<file path="config.mk">
export PLATFORM = sky130hd
export DESIGN_NAME = wide_add_seq
export DESIGN_NICKNAME = d
export VERILOG_FILES = /design/src/rtl/wide_add_pkg.sv /design/src/rtl/wide_add_seq.sv
export SDC_FILE = /design/constraint.sdc
export NUM_CORES = 1
export LEC_CHECK = 0
export BUFFER_PORTS_ARGS = -buffer_cell sky130_fd_sc_hd__buf_2
export CAP_MARGIN = 10
export CORE_ASPECT_RATIO = 1.75
export CORE_MARGIN = 2
export CORE_UTILIZATION = 56
export CTS_CLUSTER_SIZE = 12
export DETAILED_ROUTE_END_ITERATION = 8
export HOLD_SLACK_MARGIN = 0.1
export PLACE_DENSITY = 0.85
export REMOVE_ABC_BUFFERS = 1
export SLEW_MARGIN = 20
export SYNTH_ARGS = -nofsm -noshare
export SYNTH_HDL_FRONTEND = slang
export SYNTH_SLANG_ARGS = --single-unit
</file>
<file path="constraint.sdc">
create_clock -name Clk -period 4.37 [get_ports Clk]
set_input_delay 0.874 -clock Clk [delete_from_list [all_inputs] [get_ports Clk]]
set_output_delay 0.874 -clock Clk [all_outputs]
set_load 0.1 [all_outputs]
</file>
<file path="src/rtl/wide_add_pkg.sv">
// Shared types and constants for the wide add sequencer.
package wide_add_pkg;

    typedef enum logic [1:0] {
        IDLE = 2'd0,
        RUN  = 2'd1,
        DONE = 2'd2
    } wide_state_t;

    // 8-bit ALU opcodes used by the sequencer.
    localparam logic [2:0] ALU_UADD = 3'b000;
    localparam logic [2:0] ALU_SADD = 3'b101;

endpackage

</file>
<file path="src/rtl/wide_add_seq.sv">
// wide_add_seq: NBYTES-wide add built from an external 8-bit ALU,
// one byte per cycle, least-significant byte first. The ALU overflow
// output is chained back as the carry into the next byte.
// Optional macro WIDE_ADD_SUB_EN adds a Sub input for A - B.
module wide_add_seq
    import wide_add_pkg::*;
#(
    parameter int NBYTES = 4
) (
    input  logic                  Clk,
    input  logic                  Rst_n,
    input  logic                  Start,
    input  logic                  Signed_op,
`ifdef WIDE_ADD_SUB_EN
    input  logic                  Sub,
`endif
    input  logic [8*NBYTES-1:0]   OpA,
    input  logic [8*NBYTES-1:0]   OpB,
    output logic                  Busy,
    output logic                  Done,
    output logic [8*NBYTES-1:0]   Result,
    output logic                  Carry_out,
    output logic                  Ovf_out,
    output logic [7:0]            Alu_DatA,
    output logic [7:0]            Alu_DatB,
    output logic [2:0]            Alu_op,
    output logic                  Alu_CarryIn,
    input  logic [7:0]            Alu_Rslt,
    input  logic                  Alu_Overflow
);

    localparam int W  = 8 * NBYTES;
    localparam int IW = $clog2(NBYTES);
    localparam logic [IW-1:0] LAST = IW'(NBYTES - 1);

    wide_state_t   state_q,  state_d;
    logic [IW-1:0] idx_q,    idx_d;
    logic [W-1:0]  a_q,      a_d;
    logic [W-1:0]  b_q,      b_d;
    logic [W-1:0]  result_q, result_d;
    logic          signed_q, signed_d;
    logic          carry_q,  carry_d;
    logic          cout_q,   cout_d;
    logic          ovf_q,    ovf_d;

    // Subtract mode: invert B and seed the carry chain with 1.
    logic          sub_q;
    logic          start_sub;
    logic          accept;

    assign accept = Start && (state_q != RUN);

`ifdef WIDE_ADD_SUB_EN
    logic sub_d;
    assign start_sub = Sub;

    // Subtract-mode select, captured with the operands.
    always_comb begin
        sub_d = sub_q;
        if (accept) begin
            sub_d = Sub;
        end
    end

    // Subtract-mode register.
    always_ff @(posedge Clk or negedge Rst_n) begin
        if (!Rst_n) begin
            sub_q <= 1'b0;
        end else begin
            sub_q <= sub_d;
        end
    end
`else
    assign start_sub = 1'b0;
    assign sub_q     = 1'b0;
`endif

    logic [7:0] a_byte;
    logic [7:0] b_byte;

    assign a_byte = a_q[idx_q*8 +: 8];
    assign b_byte = b_q[idx_q*8 +: 8];

    // ALU drive: current byte while running, all zero otherwise.
    always_comb begin
        Alu_DatA    = 8'h00;
        Alu_DatB    = 8'h00;
        Alu_op      = ALU_UADD;
        Alu_CarryIn = 1'b0;
        if (state_q == RUN) begin
            Alu_DatA    = a_byte;
            Alu_DatB    = sub_q ? ~b_byte : b_byte;
            Alu_CarryIn = carry_q;
            // Only the top byte uses the signed opcode so the ALU
            // reports two's-complement overflow for the whole word.
            if ((idx_q == LAST) && signed_q) begin
                Alu_op = ALU_SADD;
            end
        end
    end

    // Next-state, operand latching, byte write-back and flag capture.
    always_comb begin
        state_d  = state_q;
        idx_d    = idx_q;
        a_d      = a_q;
        b_d      = b_q;
        result_d = result_q;
        signed_d = signed_q;
        carry_d  = carry_q;
        cout_d   = cout_q;
        ovf_d    = ovf_q;
        case (state_q)
            IDLE, DONE: begin
                if (Start) begin
                    state_d  = RUN;
                    a_d      = OpA;
                    b_d      = OpB;
                    signed_d = Signed_op;
                    idx_d    = '0;
                    carry_d  = start_sub;
                end else if (state_q == DONE) begin
                    state_d = IDLE;
                end
            end
            RUN: begin
                result_d[idx_q*8 +: 8] = Alu_Rslt;
                carry_d                = Alu_Overflow;
                if (idx_q == LAST) begin
                    // Index holds at the top byte; the FSM leaves RUN.
                    state_d = DONE;
                    ovf_d   = Alu_Overflow;
                    cout_d  = signed_q ? 1'b0 : Alu_Overflow;
                end else begin
                    idx_d = idx_q + 1'b1;
                end
            end
            default: begin
                state_d = IDLE;
            end
        endcase
    end

    // State and datapath registers.
    always_ff @(posedge Clk or negedge Rst_n) begin
        if (!Rst_n) begin
            state_q  <= IDLE;
            idx_q    <= '0;
            a_q      <= '0;
            b_q      <= '0;
            result_q <= '0;
            signed_q <= 1'b0;
            carry_q  <= 1'b0;
            cout_q   <= 1'b0;
            ovf_q    <= 1'b0;
        end else begin
            state_q  <= state_d;
            idx_q    <= idx_d;
            a_q      <= a_d;
            b_q      <= b_d;
            result_q <= result_d;
            signed_q <= signed_d;
            carry_q  <= carry_d;
            cout_q   <= cout_d;
            ovf_q    <= ovf_d;
        end
    end

    assign Busy      = (state_q == RUN);
    assign Done      = (state_q == DONE);
    assign Result    = result_q;
    assign Carry_out = cout_q;
    assign Ovf_out   = ovf_q;

endmodule

</file>
==> results.cfg <==
[sta]
period_share_pct = 76.23
min_period_ns = 3.331
worst_pin_slew_ns = 0.7554
finalHoldViolations = 0
setup_violations = 0
slew_violations = 0
relSlewSlack_pct = 49.51
fmax_ghz = 0.3002
rsz0062_at_grt = no
fin_skew_ns = 0.005786

[setup_path]
critPathMaxFanout = 16
cp-end-kind = output pin
cp.arrival_ns = 2.46
critPathMaxStageDelay_ns = 0.49
cpLargestDelayFamily = simple AND/OR/NAND/NOR gates
start_kind = flop
cp_slowest_cell = buf_2
worstSetupPathType = reg -> out
cp_num_buf_inv = 2
cp.required_ns = 3.50
crit_chain = nand2b_2 -> inv_2 -> nand2_1 -> o22ai_1 -> buf_2

[yosys]
yosysWarnings = 0
synth_compound_area_share_pct = 6.959
synth_edf_count = 0
yosys.area_share.simple_pct = 7.843
syn_area_per_cell_um2 = 13.09
ys_ff_latch = 104
synthTopCellsByArea = dfrtp_1, mux2_2, mux2i_1
synth_commonest_cells = dfrtp_1, nand2_1, mux2_2, mux2i_1, mux2_4
synthAdderAreaFrac_pct = 1.338
netlist_instances = 357
synth_top_flop_cell = dfrtp_1
yosysUniqueCellTypes = 31
synth_xor_area_share_pct = 0
syn_area_mm2 = 0.004674
ys_async_sr_fraction_pct = 100.0
synth_top_family_by_area = multiplexers
synth_area_leader_cell = dfrtp_1
ys_seq_area_share_pct = 55.67
muxShareOfSynthArea_pct = 24.44
synth_top_area_share_pct = 55.67
synth_most_common_cell = dfrtp_1

[cells_and_area]
drive_gt1_share_pct = 45.29
final_area_mm2 = 0.005607
n_antenna_cell = 0
fin_nets = 565
layout.cells.non_filler = 580
areaGrowthSynthToFinish_pct = 19.94

[global_route]
grt_pass1_wl_mm = 15.66
grt_overflow_total = 0
grt_antenna_before_repair = 0
grt_start_max_net_pins = 56
track_usage_pct = 22.35
first_global_vias = 3326

[detailed_routing]
dr.first_iter.drc_count = 157
drt-total-wl_mm = 9.703
ant_nets = 0
viasPerCell = 5.566
num_vias = 3228
first_pass_iters = 4
wire_per_inst_um = 16.73
drc = 0

[floorplanning]
die_y_um = 124.9
die_area_mm2 = 0.009123
die_w_um = 73.07
fp-row-count = 44
core-area_mm2 = 0.008203
start_util_pct = 56.99
io-pin-count = 133

[placed_design]
placedCellCount = 564
place_congestion = 0.8642
placed_area_mm2 = 0.005345
dpl.hpwl_mm = 7.014
portBuffers = 131

[clocking]
cts-resized-gates = 0
post_cts_buffers = 0
cts_root_buffer = clkbuf_16
path_clk_slew_ns = 0.06
clk_latency_ns = 0.34
cts_sinks = 104
hold_buffers = 0
cts_tree = built
cts_buffer_depth = 2
htree_levels = 3
cts_buffers = 9

[run]
maxCapViolCount = 0

[outcome]
status = completed

[worst_hold_path]
min_path_type = reg -> reg
## per-layer routing
layer | GRT usage, % | up-vias | wire length, µm
li1 | - | 1518 | -
met1 | 25.83 | 1567 | 3713
met2 | 37.63 | 120 | 5131
met3 | 4.693 | 23 | 544
met4 | 11.76 | 0 | 314
met5 | 0 | - | 0
## logic make-up after synthesis
logic type,after synthesis
muxes,99
AOI/OAI and AO/OA,51
buffers and inverters,27
and+or+nand+nor,70
other,1
adders and majority gates,5
DFF,104
## worst paths after layout
kind	startpoint	endpoint	slack [ns]	depth (start not counted)
max	state_q[1]	Alu_DatB[0]	1.04	5
min	Result[14]	Result[14]	0.47	2
max reg2reg	idx_q[0]	Result[13]	1.93	4
min reg2reg	Result[14]	Result[14]	0.47	2
max in group asynchronous	Rst_n	b_q[11]	2.95	2
min in group asynchronous	Rst_n	Result[14]	0.57	1
## stage by stage
stage / util [%] / TNS, ns / hold WS [ns] / worst slack, ns
finish: 68.35 / 0 / 0.4708 / 1.039
global route: 68.35 / 0 / 0.5027 / 0.9899
CTS: 68.35 / 0 / 0.4747 / 1.067
detailed placement: 65.16 / 0 / 0.4603 / 1.437
global placement: 65.16 / 0 / 0.4582 / 1.478
floorplan: - / -36.04 / 0.4802 / -0.6289
## worst register-to-register path, stage by stage (launching register included)
cell	delay, ns
dfrtp_2	0.82
buf_4	0.44
ha_1	0.21
nand3b_1	0.41
o41ai_1	0.44
## area by class of cell
cell class                 count  area [µm²]
inverter                       6       22.52
timing repair buffer         136       695.7
fill                         626        2596
multi-input combinational    226        1908
clock buffer                  16       261.5
sequential                   104        2604
tap                           92       115.1
## cells in the final DEF, fill, tap and decap left out
cell type,Yosys,layout
inv_1,5,5
nor3b_1,1,1
dfrtp_1,104,103
nand3b_1,3,3
and4bb_2,1,1
nor2b_4,0,1
o41ai_1,2,2
conb_1,1,1
o21ai_1,3,3
inv_2,1,1
nor2b_1,2,1
nor4_4,1,1
buf_2,8,130
and3_1,1,1
nor4b_4,2,2
buf_4,2,6
nand2b_2,1,1
o21ai_0,16,16
clkbuf_16,0,9
clkbuf_1,4,6
nand2b_1,3,3
a21oi_1,1,1
mux2_2,49,49
nor2_1,1,1
ha_1,5,5
and2_1,1,1
nand2_1,53,53
o31ai_1,5,5
dfrtp_2,0,1
a22o_1,8,8
o22ai_1,16,16
clkbuf_8,0,1
mux2_4,18,18
mux2i_1,32,32
## registers in the layout (all words and copies together) (netlist names)
| name | cells |
|---|---|
| Carry_out | 1 |
| Ovf_out | 1 |
| Result | 32 |
| a_q | 32 |
| b_q | 32 |
| carry_q | 1 |
| idx_q | 2 |
| signed_q | 1 |
| state_q | 2 |
Power is not shown: default switching activity piles up to over one toggle a cycle in this logic, so the estimate is an artifact.
